`src/rtl/decodificador_varredura.sv`:
```
// rtl/decodificador_varredura.sv - registered one-hot decoder with automatic scan mode
//
// Index k drives d[N-1-k]. In direct mode the index comes from a; in scan
// mode an internal counter dwells DWELL enabled cycles per position and
// steps through all N positions, pulsing fim on the wrap N-1 -> 0.
//
// Ports:
//   clk   in  1   clock, rising edge
//   rst   in  1   synchronous active-high reset
//   en    in  1   enable; 0 blanks d and freezes idx / dwell counter
//   modo  in  1   0 = direct decode of a, 1 = automatic scan
//   a     in  W   index for direct mode
//   d     out N   registered one-hot (or all-zero) output
//   idx   out W   registered index currently held
//   fim   out 1   one-cycle pulse on scan wrap
module decodificador_varredura #(
    parameter int W     = 3,
    parameter int DWELL = 4
) (
    input  logic              clk,
    input  logic              rst,
    input  logic              en,
    input  logic              modo,
    input  logic [W-1:0]      a,
    output logic [2**W-1:0]   d,
    output logic [W-1:0]      idx,
    output logic              fim
);

    localparam int N  = 2**W;
    localparam int CW = (DWELL > 1) ? $clog2(DWELL) : 1;
    localparam logic [CW-1:0] CNT_LAST = CW'(DWELL - 1);

    logic [N-1:0]  d_q,   d_d;
    logic [W-1:0]  idx_q, idx_d;
    logic [CW-1:0] cnt_q, cnt_d;
    logic          fim_q, fim_d;
    logic [W-1:0]  idx_nxt;

    // Reversed bit order keeps the mapping of the existing decoder family.
    function automatic logic [N-1:0] onehot(input logic [W-1:0] k);
        logic [N-1:0] v;
        v = '0;
        for (int i = 0; i < N; i++) begin
            v[N-1-i] = (k == W'(i));
        end
        return v;
    endfunction

    // Wraps naturally in W bits.
    assign idx_nxt = idx_q + 1'b1;

    always_comb begin
        d_d   = '0;
        idx_d = idx_q;
        cnt_d = cnt_q;
        fim_d = 1'b0;
        if (en) begin
            if (!modo) begin
                // Direct: any partial dwell is discarded so a later scan
                // gives this position a full DWELL cycles.
                idx_d = a;
                cnt_d = '0;
                d_d   = onehot(a);
            end else if (cnt_q != CNT_LAST) begin
                cnt_d = cnt_q + 1'b1;
                d_d   = onehot(idx_q);
            end else begin
                cnt_d = '0;
                idx_d = idx_nxt;
                d_d   = onehot(idx_nxt);
                fim_d = (idx_q == {W{1'b1}});
            end
        end
    end

    always_ff @(posedge clk) begin
        if (rst) begin
            d_q   <= '0;
            idx_q <= '0;
            cnt_q <= '0;
            fim_q <= 1'b0;
        end else begin
            d_q   <= d_d;
            idx_q <= idx_d;
            cnt_q <= cnt_d;
            fim_q <= fim_d;
        end
    end

    assign d   = d_q;
    assign idx = idx_q;
    assign fim = fim_q;

endmodule
```
`config.mk`:
```
export PLATFORM = sky130hd
export DESIGN_NAME = decodificador_varredura
export DESIGN_NICKNAME = d
export VERILOG_FILES = /design/src/rtl/decodificador_varredura.sv
export SDC_FILE = /design/constraint.sdc
export NUM_CORES = 1
export LEC_CHECK = 0
export ABC_CLOCK_PERIOD_IN_PS = 1800
export BUFFER_PORTS_ARGS = -buffer_cell sky130_fd_sc_hd__buf_4
export CELL_PAD_IN_SITES_DETAIL_PLACEMENT = 1
export CELL_PAD_IN_SITES_GLOBAL_PLACEMENT = 1
export CORE_MARGIN = 5
export CORE_UTILIZATION = 37
export DETAILED_ROUTE_END_ITERATION = 12
export PLACE_DENSITY = 0.72
export SYNTH_ARGS = -nofsm -noshare
export SYNTH_HDL_FRONTEND = slang
export SYNTH_SLANG_ARGS = --single-unit
```
`constraint.sdc`:
```
create_clock -name clk -period 1.8 [get_ports clk]
set_clock_uncertainty 0.1 [all_clocks]
set_input_delay 0 -clock clk [delete_from_list [all_inputs] [get_ports clk]]
set_output_delay 0 -clock clk [all_outputs]
set_load 0.005 [all_outputs]
```
==> run metrics <==
status=finished, final reports clean; Finished Layout Cells=133; commonest non-fill, non-tap cells in the layout=buf_4, dfxtp_1, a21oi_1; Nets=about 120; port buffer count=18; Cell Count Post-Placement=roughly 120; drt first pass iters=4; CP Max Fanout=7; # diodes=0; Final setup viols=0; drc violations=0; Arr. time, crit path=1770 ps; Routed Antenna Nets=0; Critical path destination=d[4]; All-Layer GR Usage=0.157; CTS Sinks=14; Post-Syn Area=732 µm²; period utilization=0.924; Max Root-Sink Buffers=2; dpl hpwl=between 1000 and 1500 µm; CTS tree=yes; post-route minimum period=1660 ps; FILL cells=245; final wirelength=1870 µm; Lkg Pwr=between 0.4 and 0.5 nW; Final Wtd Congestion=0.835; hold crit path type=primary input to flip-flop; Final Hold Fails=0; commonest non-fill, non-tap cell in the layout=buf_4; root buffer cell=clkbuf_4; DIE AREA=2970 µm²; post-DR wirelength/cell=approximately 14 µm; max frequency=0.601 GHz; #FFs+latches synth=14; cell count of the worst reg-to-reg path=5; Reg clk slew, reported paths=90 ps; crit path kind=flip-flop to flip-flop; Synth warnings=0; largest net degree at the start of global routing=21; final setup margin=137 ps; element type at the critical path start=flip-flop; io pins=19; Synthesized Nets=93; Post-Syn Instances=79; synth unique cells=28; row count=16; Critical Path Source=idx[0]; TNS Setup=0 ps; area of the multi-input gates=418 µm²; reg2reg end=d[4]; register area=283 µm²; core area=1920 µm²; H-tree levels=1; max-cap violations=0; Tightest Pin Transition=265 ps; data required time of the worst path=approximately 1900 ps; initial core utilization=0.381; Die Ht=~54 µm; Post-Place Worst Slack=82.4 ps; CTS buffer count=3; initial antenna violation count=0; Synth Area per Inst=9.27 µm²; vias in the first global route=approximately 740; Critical R2R Launch=idx[0]; die width=54.5 µm; Hold WS=about 380 ps; Rel. slew slack=0.823; sequential fraction of the synthesis area=0.383; Slew Viols, Final=0; Via Count=662; starting DRC count in detailed routing=3; proportion of layout cells with a drive suffix above 1=0.274; first-pass GRT wire length=roughly 3300 µm; remaining global-route overflow=0; R2R setup slack=140 ps; Syn-to-layout area delta=36.2%; CP Capture Type=flip-flop; pwr dens=685 nW/µm²; Worst-Skew Late Latency=280 ps; Vias per Instance=between 4 and 5; peak supply drop=between 0.4 and 0.5 mV
[cell usage after synthesis]
cell type	n	area, µm²
a31oi_1	1	6.26
nand3_1	3	15.0
mux2i_1	4	40.0
a21oi_1	9	45.0
or4_1	1	7.51
nor4b_2	1	15.0
nor3b_1	1	7.51
and3_1	1	6.26
xnor2_1	1	8.76
and3b_1	1	8.76
dfxtp_1	14	280
nor2_1	6	22.5
nor3_1	6	30.0
o21ai_0	2	10.0
nor2b_1	4	25.0
a21o_1	2	15.0
nand2_1	2	7.51
ha_1	7	87.6
buf_4	1	7.51
inv_1	2	7.51
a311oi_1	2	17.5
a211o_1	1	8.76
inv_4	1	6.26
o31ai_1	1	7.51
nand2b_1	2	12.5
buf_2	1	5.00
buf_6	1	11.3
and3b_2	1	10.0
[layer usage]
| metal | track usage | wire length, µm | up-vias |
|---|---|---|---|
| li1 | - | - | 337 |
| met2 | 0.271 | 927 | 10 |
| met5 | 0 | 0 | - |
| met1 | 0.189 | 865 | 311 |
| met3 | 0.0245 | 46 | 4 |
| met4 | 0.0747 | 27 | 0 |
[how the worst min path moves through the flow]
stage               from       end  slack (ps)  depth (start not counted)
floorplan            rst  cnt_q[1]         -30                          1
global placement     rst  cnt_q[1]         140                          2
detailed placement   rst    idx[0]         140                          2
CTS                  rst    idx[0]         380                          3
global route         rst    idx[0]         410                          3
finish               rst    idx[0]         380                          3
[critical path, stage by stage, from the launching register on]
cell	delay, ps
dfxtp_2	370
ha_1	210
ha_1	320
mux2i_2	200
a31oi_1	150
nor3_1	230
[metrics by stage]
step / total power, mW / instance area [µm²] / utilization
CTS: 0.693 / 991 / 0.516
global route: 0.725 / 997 / 0.519
detailed placement: 0.445 / 885 / 0.460
global placement: 0.442 / 885 / 0.460
finish: 0.683 / 997 / 0.519
floorplan: 0.401 / 732 / -
[where the power goes]
part,switching [mW],internal [mW],total (mW)
Sequential,0.00975,0.321,0.331
Combinational,0.0597,0.0600,0.120
Clock,0.109,0.123,0.233
Total,0.179,0.504,0.683
[registers in the layout, summed over array words and instances, names as in the netlist]
name	cells
d	8
cnt_q	2
fim	1
idx	3
[cell type report]
class	count	area share
Timing Repair Buffer	26	0.213
Tap cell	27	0.0339
Clock buffer	4	0.0364
Inverter	3	0.0138
Multi-Input combinational cell	59	0.419
Sequential cell	14	0.284
[cell families after synthesis]
group | after synthesis | synth area share
AND/OR/NAND/NOR | 29 | 0.229
AO/OA/AOI/OAI | 18 | 0.150
flip-flops | 14 | 0.383
adder cells (fa/ha/maj) | 7 | 0.120
buffers and inverters | 6 | 0.0513
multiplexers | 4 | 0.0547
XOR/XNOR | 1 | 0.0120
[timing repair]
item | in CTS | in global routing
endpoints found under the hold margin | 8 | 0
setup buffers | 0 | 0
resized for setup | 0 | 3
endpoints found under the setup margin | 0 | 6
hold buffers | 7 | 0
(Power assumes the default switching activity.)
